===== config.mk =====
export PLATFORM = sky130hd
export DESIGN_NAME = traffic_light_ctrl
export DESIGN_NICKNAME = d
export VERILOG_FILES = /design/src/rtl/traffic_light_ctrl.sv
export SDC_FILE = /design/constraint.sdc
export NUM_CORES = 1
export LEC_CHECK = 0
export BUFFER_PORTS_ARGS = -buffer_cell sky130_fd_sc_hd__buf_2
export CORE_AREA = 2 2 39 41
export CTS_CLUSTER_SIZE = 16
export DETAILED_ROUTE_END_ITERATION = 10
export DIE_AREA = 0 0 41 43
export PLACE_DENSITY = 0.75
export SKIP_CTS_REPAIR_TIMING = 1
export SYNTH_ARGS = -nofsm -noshare
export SYNTH_HDL_FRONTEND = slang
export SYNTH_SLANG_ARGS = --single-unit
export TNS_END_PERCENT = 10

===== constraint.sdc =====
create_clock -name clk -period 3.03 [get_ports clk]
set_input_delay 0.303 -clock clk [delete_from_list [all_inputs] [get_ports clk]]
set_output_delay 0.303 -clock clk [all_outputs]
set_load 0.05 [all_outputs]

===== src/rtl/traffic_light_ctrl.sv =====
// Two-way intersection sequencer with pedestrian walk phase and emergency hold.
// Phase durations come from a single down-counter reloaded on every state entry.
module traffic_light_ctrl #(
  parameter int unsigned GREEN_CYCLES   = 8,
  parameter int unsigned YELLOW_CYCLES  = 3,
  parameter int unsigned ALL_RED_CYCLES = 2,
  parameter int unsigned PED_CYCLES     = 6
) (
  input  logic       clk,
  input  logic       rst_n,
  input  logic       emergency,
  input  logic       pedestrian_req,
  output logic [2:0] ns_lights,
  output logic [2:0] ew_lights,
  output logic       ped_walk,
  output logic       emergency_active
);

  localparam int unsigned MaxGy  = (GREEN_CYCLES > YELLOW_CYCLES) ? GREEN_CYCLES : YELLOW_CYCLES;
  localparam int unsigned MaxRp  = (ALL_RED_CYCLES > PED_CYCLES) ? ALL_RED_CYCLES : PED_CYCLES;
  localparam int unsigned MaxCyc = (MaxGy > MaxRp) ? MaxGy : MaxRp;
  localparam int unsigned TW     = (MaxCyc > 1) ? $clog2(MaxCyc) : 1;

  localparam logic [TW-1:0] GreenLoad  = TW'(GREEN_CYCLES - 1);
  localparam logic [TW-1:0] YellowLoad = TW'(YELLOW_CYCLES - 1);
  localparam logic [TW-1:0] AllRedLoad = TW'(ALL_RED_CYCLES - 1);
  localparam logic [TW-1:0] PedLoad    = TW'(PED_CYCLES - 1);

  localparam logic [2:0] LampRed    = 3'b100;
  localparam logic [2:0] LampYellow = 3'b010;
  localparam logic [2:0] LampGreen  = 3'b001;

  localparam logic DirNs = 1'b0;
  localparam logic DirEw = 1'b1;

  typedef enum logic [2:0] {
    StAllRed,
    StNsGreen,
    StNsYellow,
    StEwGreen,
    StEwYellow,
    StPedWalk,
    StEmergency
  } state_e;

  state_e        state_q, state_d;
  logic [TW-1:0] timer_q, timer_d;
  logic          next_dir_q, next_dir_d;
  logic          ped_pending_q, ped_pending_d;
  logic          tick;

  always_ff @(posedge clk or negedge rst_n) begin
    if (!rst_n) begin
      state_q       <= StAllRed;
      timer_q       <= AllRedLoad;
      next_dir_q    <= DirNs;
      ped_pending_q <= 1'b0;
    end else begin
      state_q       <= state_d;
      timer_q       <= timer_d;
      next_dir_q    <= next_dir_d;
      ped_pending_q <= ped_pending_d;
    end
  end

  always_comb begin
    state_d    = state_q;
    next_dir_d = next_dir_q;
    timer_d    = timer_q;
    tick       = (timer_q == '0);

    unique case (state_q)
      StAllRed: begin
        if (emergency) begin
          state_d = StEmergency;
        end else if (tick) begin
          if (ped_pending_q)           state_d = StPedWalk;
          else if (next_dir_q == DirNs) state_d = StNsGreen;
          else                          state_d = StEwGreen;
        end
      end
      StNsGreen:  if (emergency || tick) state_d = StNsYellow;
      StEwGreen:  if (emergency || tick) state_d = StEwYellow;
      StNsYellow: begin
        if (tick) begin
          state_d    = StAllRed;
          next_dir_d = DirEw;
        end
      end
      StEwYellow: begin
        if (tick) begin
          state_d    = StAllRed;
          next_dir_d = DirNs;
        end
      end
      StPedWalk: begin
        if (emergency)  state_d = StEmergency;
        else if (tick)  state_d = StAllRed;
      end
      StEmergency: begin
        if (!emergency) begin
          state_d    = StAllRed;
          next_dir_d = DirNs;
        end
      end
      default: state_d = StAllRed;
    endcase

    // Every state change is an entry, so the timer reloads; otherwise it counts down.
    if (state_d != state_q) begin
      case (state_d)
        StNsGreen, StEwGreen:   timer_d = GreenLoad;
        StNsYellow, StEwYellow: timer_d = YellowLoad;
        StPedWalk:              timer_d = PedLoad;
        StAllRed:               timer_d = AllRedLoad;
        default:                timer_d = '0;
      endcase
    end else if (!tick) begin
      timer_d = timer_q - 1'b1;
    end

    // A request arriving on the very edge that starts a walk stays pending.
    ped_pending_d = pedestrian_req |
                    (ped_pending_q & ~((state_d == StPedWalk) && (state_q != StPedWalk)));
  end

  always_comb begin
    ns_lights        = LampRed;
    ew_lights        = LampRed;
    ped_walk         = 1'b0;
    emergency_active = 1'b0;
    unique case (state_q)
      StNsGreen:   ns_lights = LampGreen;
      StNsYellow:  ns_lights = LampYellow;
      StEwGreen:   ew_lights = LampGreen;
      StEwYellow:  ew_lights = LampYellow;
      StPedWalk:   ped_walk = 1'b1;
      StEmergency: emergency_active = 1'b1;
      default:     ;
    endcase
  end

endmodule


==> results by stage, run 1 <==
Synthesis:
- Sequential elements use 28.96% of the synthesized area.
- The fraction of synthesized area in multiplexers is 0%.
- The post-synthesis share of cell area spent on full adders, half adders and majority gates is 3.597%.
- Yosys mapped a number of flops with a built-in enable equal to 0.
- The primary flip-flop cell chosen by synthesis mapping is dfrtp_1.
- The fraction of the mapped netlist area in simple logic gates is 23.92%.
- The count of different cell masters after synthesis is 35.
- The synthesized netlist occupies a cell area of 695.7 µm².
- The async set-reset flop share out of synthesis is 100.0%.
- The total of warnings raised by yosys is 0.
- The flip-flop and latch count after synthesis is 8.
- The parity-gate share of the synthesized area counting xor and xnor cells is 0%.
- The synthesized area divided by synthesized cell count is 8.588 µm².
- The synthesized netlist devotes 31.83% of its cell area to compound gates.
- The number of nets produced by synthesis is 87.
- The post-synthesis cell count is 81.
- The main combinational cell family by area after synthesis is compound AO/OA/AOI/OAI gates.

Route:
- The number of nets with antenna violations after routing is 0.
- The count of unresolved DRC violations after routing is 0.
- The first TritonRoute pass finished after 4 iterations.
- The total number of vias is 576.
- The detailed-route vias per instance is 5.333.
- The average wire length per cell after detail routing is 11.87 µm.
- In this run, the number of DRC markers left after iteration 0 of detailed routing was 13.
- The routed wire length is 1.282 mm.

Critical path:
- The number of buffers and inverters on the critical path is 2.
- The worst setup path is of the flip-flop to flip-flop kind.
- The critical path goes through inv_1 -> ha_1 -> nor2b_1 -> o21ai_0 -> o211ai_2 -> inv_1 -> nor4_1 -> a211oi_1.
- The slowest stage of the critical path is the nor2b_1 cell.
- The data required time at the worst endpoint is 3.15 ns.
- In this run the worst path has a maximum fanout of 10.
- STA puts the critical path data arrival time at 2.22 ns.
- The cell repeated most along the worst path is inv_1.
- The kind of cell adding the most delay to the critical path is simple AND/OR/NAND/NOR gates.
- The maximum cell stage delay along the critical path is 0.50 ns.
- The worst setup path is launched from a flip-flop.
- The worst setup path is captured at a flip-flop.

Global route:
- The initial antenna violation count is 0.
- The via count of the first global-routing pass is 474.
- The global routing usage summed across all routing layers is 18.74%.
- The first global-routing pass estimated 2.132 mm of wire.
- Entering global routing, the biggest net connects 18 pins.
- Summed over all layers, the global routing overflow is 0.

Placement:
- The number of buffers added on ports is 11.
- The weighted congestion at the end of routability-driven global placement is 0.8110.
- Detailed placement ended at an HPWL of 991.3 µm.

Timing:
- The final hold violation count was 0.
- Of the available clock period, the critical path in the final layout requires 69.47%.
- Setup repair after global routing left no endpoint under its margin.
- Timing would allow up to 475.0 MHz.
- The slew at the pin closest to its max-slew limit is 0.5798 ns.
- The setup TNS is 0 ns.
- Setup violations remaining at the end of the flow were counted as 0.
- The worst-case headroom to the max-slew limit is 61.27%.
- Clock skew on the completed layout was measured at 0.01022 ns.
- The max-slew violation count is 0.
- The time the worst path needs with I/O delays and setup is 2.105 ns.

Floorplan:
- The area of the core is 1384 µm².
- The number of placed I/O pins is 12.
- The total die area is 1763 µm².
- The number of placement rows is 14.
- The die boundary width is 41 µm.
- The initial core utilization is 50.27%.
- The die is 43 µm tall.

Hold path:
- The worst hold path belongs to the class input pin to flip-flop.

Clock tree:
- The source-to-sink clock delay at the later pin of the worst-skew pair is 0.25 ns.
- The number of clock buffers inserted by TritonCTS is 3.
- The tree built by TritonCTS fans out to 8 sinks.
- The clock passes through at most 2 buffers.
- In this run the number of H-tree levels came out at 1.
- The clock transition time at the flip-flop clock pins of the worst setup and hold paths is 0.06 ns.
- TritonCTS built the clock tree.
- CTS placed an instance of clkbuf_4 at the clock tree root.

Final layout:
- The fraction of layout cells with a size suffix above 1 is 27.17%.
- The number of inserted diodes is 0.
- The final-stage net count is 99.
- From synthesis to final layout, the design area changed by 8.094%.

Outcome:
- The run finished with clean final reports.

Flow run:
- Across the run, the number of max-cap violations was 0.
area by class of cell:
cell class                      instances  area (µm²)
Sequential cell                         8       201.4
Inverter                                7       26.28
Timing Repair Buffer                   12       65.06
Tap cell                               16       20.02
Multi-Input combinational cell         61       412.9
Fill cell                             124       631.9
Clock buffer                            4       26.28
Yosys cell counts, types with 2 or more instances:
cell	count	area, µm²
a21oi_1	6	30.03
nor3_1	2	10.01
a21boi_0	2	15.01
and3_2	2	15.01
o21ai_0	6	30.03
dfrtp_1	7	175.2
buf_6	2	22.52
ha_1	2	25.02
nand2_1	5	18.77
nand2b_1	4	25.02
inv_1	7	26.28
o221ai_1	2	17.52
nor2_1	10	37.54
o21ai_2	2	17.52
a211oi_1	2	15.01
flip-flops by register name (all words and copies together) (netlist names):
register and cells:
state_q 3, next_dir_q 1, ped_pending_q 1, timer_q 3
routing by layer:
layer	vias up	global-route usage, %	share of wire [%]
met5	-	0	0
met4	0	16.00	1.2
met3	2	3.141	2.0
met2	6	23.13	49
met1	260	26.94	48
li1	308	-	-
cells by family (layout without fill, tap and decap cells):
family,after synthesis,after routing
compound gates,29,29
fa+ha+maj,2,2
buf+inv,12,23
flops,8,8
simple gates,30,30
cell usage in the layout, fill, tap and decap left out, types with 3 or more instances in the layout:
cell type	instances
buf_2	11
nor2_1	10
inv_1	7
dfrtp_1	7
a21oi_1	6
o21ai_0	6
nand2_1	5
nand2b_1	4
clkbuf_4	3
final timing paths:
path                            slack, ns  cells after the start      startpoint            end
worst max register to register       0.92                      8      timer_q[0]     timer_q[1]
max in group asynchronous            2.36                      2           rst_n     timer_q[0]
min in group asynchronous            0.42                      2           rst_n  ped_pending_q
worst min-delay path                 0.24                      2  pedestrian_req  ped_pending_q
worst max-delay path                 0.92                      8      timer_q[0]     timer_q[1]
worst min register to register       0.53                      2   ped_pending_q  ped_pending_q
through the flow:
step	instance area [µm²]	instances	util (%)	setup WS, ns	hold slack, ns
6_report	752.0	108	54.34	0.9249	0.2357
5_1_grt	752.0	108	54.34	0.6800	0.2326
3_3_place_gp	715.7	103	51.72	0.9685	0.1477
3_5_place_dp	715.7	103	51.72	0.9311	0.1455
2_1_floorplan	695.7	81	-	0.3881	0.007409
4_1_cts	742.0	107	53.62	0.9244	-0.1344
Power of run 1 is not shown: default switching activity piles up to over one toggle a cycle in this logic, so the estimate is an artifact.
==> run 2, diff against run 1 <==
CORE_AREA = not set   (was 2 2 39 41)
CORE_ASPECT_RATIO = 1.1   (was not set)
CORE_UTILIZATION = 48   (was not set)
DIE_AREA = not set   (was 0 0 41 43)
PLACE_DENSITY = 0.73   (was 0.75)
clock period = 1.9 ns   (was 3.03 ns; I/O delays follow)
==> run 2 against run 1 <==
  * Sequential cell count is the same
  * Clock skew shrank 0.0033 ns
  * Fmax grew 18%
  * Utilization grew 9.9 points
  * Clock-buffer cell count is the same
  * Worst setup slack lost 0.81 ns
  * Hold slack lost 0.12 ns
  * Critical endpoint unchanged
  * Highest routed layer unchanged
==> results by stage, run 2 (same netlist as run 1, synthesis figures left out) <==
Outcome:
- The flow ran to the end, and the final reports show no timing, DRC or antenna violations.

Placement:
- The weighted congestion at the end of routability-driven global placement is 0.8787 (+8.3%).
- The number of buffers added on ports is 11 (unchanged).
- The cell total after placement is 110 (+6.8%).
- The pre-CTS setup slack is -0.03072 ns (-0.9619 ns).
- The placed wire-length estimate after detailed placement is 1.110 mm (+12%).

Timing:
- The time the worst path needs with I/O delays and setup is 1.785 ns (-0.3202 ns).
- The slew at the pin closest to its max-slew limit is 0.3320 ns (-0.2478 ns).
- The setup TNS is 0 ns (unchanged).
- Setup repair after global routing left no endpoint under its margin.
- The post-route worst setup slack is 0.1151 ns (-0.8098 ns).
- The max-slew violation count is 0 (unchanged).
- The setup violation total in the final timing report came to 0 (unchanged).
- The peak clock frequency supported by timing was 560.3 MHz (+18%).
- The final worst-path cycle share was 93.94% (+24 points).
- The clock skew after layout is 0.006901 ns (-0.003318 ns).
- The worst-case headroom to the max-slew limit came to 77.63% (+16 points).
- The final hold violation count came to 0 (unchanged).

Critical path:
- The data arrival time of the critical path is 1.92 ns (-0.30 ns).
- The worst setup path is of the flip-flop to flip-flop kind.
- The critical-path maximum fanout came to 5 (-5).
- The kind of end point of the critical path is a flip-flop.
- The data required time at the worst endpoint is 2.04 ns (-1.11 ns).
- STA classifies the critical path startpoint as a flip-flop.

Global route:
- The initial antenna violation count is 0 (unchanged).
- The global routing usage summed across all routing layers came to 22.04% (+3.3 points).
- The largest net degree at the start of global routing is 14 (-4).
- The via count of the first global-routing pass came to 548 (+16%).
- The wire length of the first global-routing pass was 2.477 mm (+16%).
- The sum of overflow across all layers after global routing is 0 (unchanged).

Clock tree:
- The number of sinks handled by clock tree synthesis is 8 (unchanged).
- The source-to-sink clock delay at the later pin of the worst-skew pair is 0.25 ns (about the same).
- The number of levels in the clock H-tree came to 1 (unchanged).
- The clock transition time at the flip-flop clock pins of the worst setup and hold paths came to 0.05 ns (about the same).
- The clock tree buffer depth was 2 (unchanged).
- The number of clock buffers inserted by TritonCTS came to 3 (unchanged).
- The cell chosen for the clock root is clkbuf_4.
- TritonCTS built the clock tree.

Power:
- The largest voltage drop on the vdd net is 1.047 mV.
- In this run the power density over the cells is 2074 nW/µm².
- For this design the static power due to leakage is 0.0004176 µW.
- The design draws 1822 µW.

Final layout:
- The largest registers in the layout are state_q (3), timer_q (3).
- The fraction of layout cells with a size suffix above 1 came to 41.00% (+14 points).
- The total of fill cells in the finished design is 119 (-4.0%).
- Leaving out fill and tap cells, the most frequent cell in the layout is buf_2.
- The final-stage net count is 107 (+8.1%).
- The number of standard cells in the final layout excluding fillers is 116 (+7.4%).
- Compared with the post-synthesis result, the final layout area differs by 26.26%.
- The number of inserted diodes is 0 (unchanged).
- In the layout the commonest cells are 11 x buf_2, 10 x nor2_1, 7 x buf_4.

Route:
- The DRC marker count from the first detailed-route iteration is 19 (+6).
- The count of unresolved DRC violations after routing is 0 (unchanged).
- The detailed-router iteration count before antenna repair came to 4 (unchanged).
- The average wire length per cell after detail routing is 12.57 µm (+5.9%).
- The detailed-route vias per instance was 5.552 (+4.1%).
- The total number of vias was 644 (+12%).
- The number of nets with antenna violations after routing is 0 (unchanged).
- The routed wire length came to 1.458 mm (+14%).

Floorplan:
- The area of the core came to 1366 µm² (-1.3%).
- The total die area was 1606 µm² (-8.9%).
- The number of placed I/O pins is 12 (unchanged).
- The number of placement rows is 14 (unchanged).
- The floorplan die height is 41.93 µm (-2.5%).
- The die boundary width is 38.30 µm (-6.6%).
- The initial core utilization is 50.92% (+0.64 points).

Flow run:
- The number of max-capacitance violations reported is 0 (unchanged).

Hold path:
- The class of the worst hold path is input pin to flip-flop.
## run 2: through the flow
stage | util (%) | hold WS [ns] | instance area [µm²]
3_3_place_gp | 57.97 | 0.03889 | 792.0
5_1_grt | 64.29 | 0.1227 | 878.3
4_1_cts | 59.89 | -0.2451 | 818.3
3_5_place_dp | 57.97 | 0.03455 | 792.0
6_report | 64.29 | 0.1183 | 878.3
2_1_floorplan | - | -0.1056 | 706.9
## run 2: worst max-delay path, cell delays in order, from the launching register on
cell and delay (ns):
dfstp_2 0.52, inv_1 0.08, ha_4 0.18, nor2b_4 0.14
and3_1 0.19, o21ai_2 0.18, inv_1 0.09, nor4_2 0.22
a211oi_1 0.07
## run 2: power breakdown
group | internal, µW | total, µW | leakage (µW) | switching, µW
logic | 562 | 1320 | 0.000311 | 761
clock network | 80.2 | 136 | 0.0000150 | 55.5
registers | 257 | 364 | 0.0000920 | 107
total | 899 | 1820 | 0.000418 | 924
## run 2: worst paths after layout
kind | slack, ns | start | to | depth (start not counted)
setup / recovery | 0.12 | timer_q[0] | timer_q[1] | 8
hold / removal | 0.12 | pedestrian_req | ped_pending_q | 2
setup reg to reg | 0.12 | timer_q[0] | timer_q[1] | 8
hold reg to reg | 0.51 | next_dir_q | next_dir_q | 2
max in group asynchronous | 1.37 | rst_n | timer_q[0] | 2
min in group asynchronous | 0.30 | rst_n | timer_q[1] | 2
## run 2: routing by layer
layer | vias up | GRT usage, % | share of wire (%)
met1 | 304 | 32.39 | 45
met2 | 17 | 30.17 | 51
li1 | 321 | - | -
met5 | - | 0 | 0
met3 | 2 | 3.209 | 3.1
met4 | 0 | 12.86 | 1.2
## run 2: final cells by class
cell class | count | area (µm²) | share of cell area [%]
Multi-Input combinational cell | 61 | 465.4 | 52.99
Sequential cell | 8 | 202.7 | 23.08
Timing Repair Buffer | 20 | 137.6 | 15.67
Clock buffer | 4 | 26.28 | 2.991
Inverter | 7 | 26.28 | 2.991
Tap cell | 16 | 20.02 | 2.279
Power figures use the tool's default switching activity.
==> run 3, diff against run 2 <==
BUFFER_PORTS_ARGS = -buffer_cell sky130_fd_sc_hd__buf_4   (was -buffer_cell sky130_fd_sc_hd__buf_2)
==> run 3 against run 2 <==
  * Hold slack gained 0.0078 ns
  * Critical path depth is the same
  * Largest cell class unchanged
  * Combinational power up 4%
  * Register-to-register slack hardly changed
  * Fmax fell by 0.63%
  * Clock-buffer cell count stayed put
  * Clock power about the same
==> results by stage, run 3 (same netlist as run 1, synthesis figures left out) <==
Route:
- The total number of vias is 641 (-0.47%).
- The detailed-router iteration count before antenna repair is 4 (unchanged).
- The count of unresolved DRC violations after routing is 0 (unchanged).
- The average wire length per cell after detail routing is 13.52 µm (+7.5%).
- The routed wire length is 1.568 mm (+7.5%).
- The DRC marker count from the first detailed-route iteration is 21 (+2).
- The number of nets with antenna violations after routing is 0 (unchanged).
- The detailed-route vias per instance came to 5.526 (-0.47%).

Clock tree:
- The number of clock buffers inserted by TritonCTS is 3 (unchanged).
- The number of sinks handled by clock tree synthesis is 8 (unchanged).
- The cell chosen for the clock root is clkbuf_4.
- The clock transition time at the flip-flop clock pins of the worst setup and hold paths is 0.06 ns (about the same).
- The number of levels in the clock H-tree came to 1 (unchanged).
- The clock tree buffer depth is 2 (unchanged).
- The source-to-sink clock delay at the later pin of the worst-skew pair is 0.25 ns (about the same).
- TritonCTS built the clock tree.

Timing:
- The max-slew violation count is 0 (unchanged).
- The final hold violation count was 0 (unchanged).
- The peak clock frequency supported by timing is 556.7 MHz (-0.63%).
- The time the worst path needs with I/O delays and setup is 1.796 ns (+0.01127 ns).
- The worst-case headroom to the max-slew limit came to 71.64% (-6.0 points).
- Setup repair after global routing left no endpoint under its margin.
- The final worst-path cycle share is 94.54% (+0.59 points).
- The clock skew after layout is 0.0008228 ns (-0.006078 ns).
- The slew at the pin closest to its max-slew limit is 0.4255 ns (+0.09343 ns).
- The setup violation total in the final timing report came to 0 (unchanged).

Final layout:
- The combined area of the multi-input logic cells is 470.5 µm² (+1.1%).
- The total of fill cells in the finished design came to 117 (-1.7%).
- The area taken by flip-flops and latches is 201.4 µm² (-0.62%).
- The fraction of layout cells with a size suffix above 1 is 42.00% (+1.0 points).
- The commonest non-fill, non-tap cell in the layout is buf_4.
- The post-route core utilization came to 66.58% (+2.3 points).
- The final-stage net count is 107 (unchanged).
- In the layout the commonest cells are 18 x buf_4, 10 x nor2_1, 7 x dfrtp_1.
- The number of standard cells in the final layout excluding fillers is 116 (unchanged).
- From synthesis to final layout, the design area changed by 30.76%.
- The largest registers in the layout are state_q (3), timer_q (3).
- The number of inserted diodes was 0 (unchanged).
- The final cell area excluding filler cells is 909.6 µm² (+3.6%).

Floorplan:
- The number of placed I/O pins is 12 (unchanged).
- The number of placement rows was 14 (unchanged).
- The area of the core came to 1366 µm² (unchanged).
- The die boundary width came to 38.30 µm (unchanged).
- The initial core utilization is 50.92% (unchanged).
- The floorplan die height is 41.93 µm (unchanged).
- The total die area is 1606 µm² (unchanged).

Global route:
- The via count of the first global-routing pass is 501 (-8.6%).
- The wire length of the first global-routing pass was 2.352 mm (-5.0%).
- The global routing usage summed across all routing layers is 20.30% (-1.7 points).
- The largest net degree at the start of global routing came to 14 (unchanged).
- The sum of overflow across all layers after global routing is 0 (unchanged).
- The initial antenna violation count is 0 (unchanged).

Placement:
- The weighted congestion at the end of routability-driven global placement was 0.8836 (+0.56%).
- The cell total after placement came to 110 (unchanged).
- The number of buffers added on ports came to 11 (unchanged).
- The area after detailed placement is 819.5 µm² (+3.5%).
- The placed wire-length estimate after detailed placement is 1.119 mm (+0.83%).

Critical path:
- The kind of end point of the critical path is a flip-flop.
- The startpoint-to-endpoint class of the critical path is flip-flop to flip-flop.
- The data required time at the worst endpoint came to 2.03 ns (about the same).
- The data arrival time of the critical path is 1.93 ns (about the same).
- The critical-path maximum fanout came to 7 (+2).
- The worst setup path is launched from a flip-flop.

Flow run:
- The number of max-capacitance violations reported came to 0 (unchanged).

Outcome:
- The run finished with clean final reports.

Power:
- The largest voltage drop on the vdd net came to 1.205 mV (+15%).
- The cell area power density is 2063 nW/µm² (-0.57%).
- The static power due to leakage was 0.0004203 µW (+0.67%).

Hold path:
- The class of the worst hold path is input pin to flip-flop.
-- run 3: report_power, final --
part	internal, µW	switching, µW
Sequential	254	112
Combinational	598	773
Clock	80.4	58.9
Total	932	944
-- run 3: layout make-up --
class                   instances  share of cell area (%)
clock buffers                   4                   2.889
inverters                       7                   2.889
multi-input cells              61                   51.72
flip-flops and latches          8                   22.15
well taps                      16                   2.201
repair buffers                 20                   18.16
-- run 3: path summary, 6_finish.rpt --
check | startpoint | slack [ns] | to | cells past startpoint
setup / recovery | timer_q[0] | 0.10 | timer_q[1] | 8
hold / removal | pedestrian_req | 0.13 | ped_pending_q | 2
setup reg to reg | timer_q[0] | 0.10 | timer_q[1] | 8
hold reg to reg | next_dir_q | 0.53 | next_dir_q | 2
max in group asynchronous | rst_n | 1.40 | timer_q[0] | 2
min in group asynchronous | rst_n | 0.29 | next_dir_q | 2
-- run 3: routing by layer --
layer	share of wire [%]	GRT usage (%)	routed length, µm
met2	52	28.14	808
met1	45	31.93	710
met4	0	8.571	0
met3	3.2	1.604	50
met5	0	0	0
-- run 3: worst max-delay path: stages (launching register included) --
cell and delay, ns:
dfstp_2 0.54, inv_2 0.05, ha_4 0.17, nor2b_4 0.14
and3_4 0.18, o21ai_2 0.21, inv_2 0.07, nor4_2 0.26
a211oi_1 0.06
-- run 3: through the flow --
step / hold WS (ns) / setup WS, ns / power, µW / TNS, ns
final: 0.1261 / 0.1038 / 1876 / 0
after global routing: 0.1399 / 0.0009608 / 2017 / 0
after CTS: -0.2608 / -0.04264 / 1740 / -0.07362
after detailed placement: 0.01333 / -0.02101 / 1594 / -0.03696
after global placement: 0.01268 / -0.02649 / 1579 / -0.04832
after floorplan: -0.1056 / 0.007993 / 1306 / 0
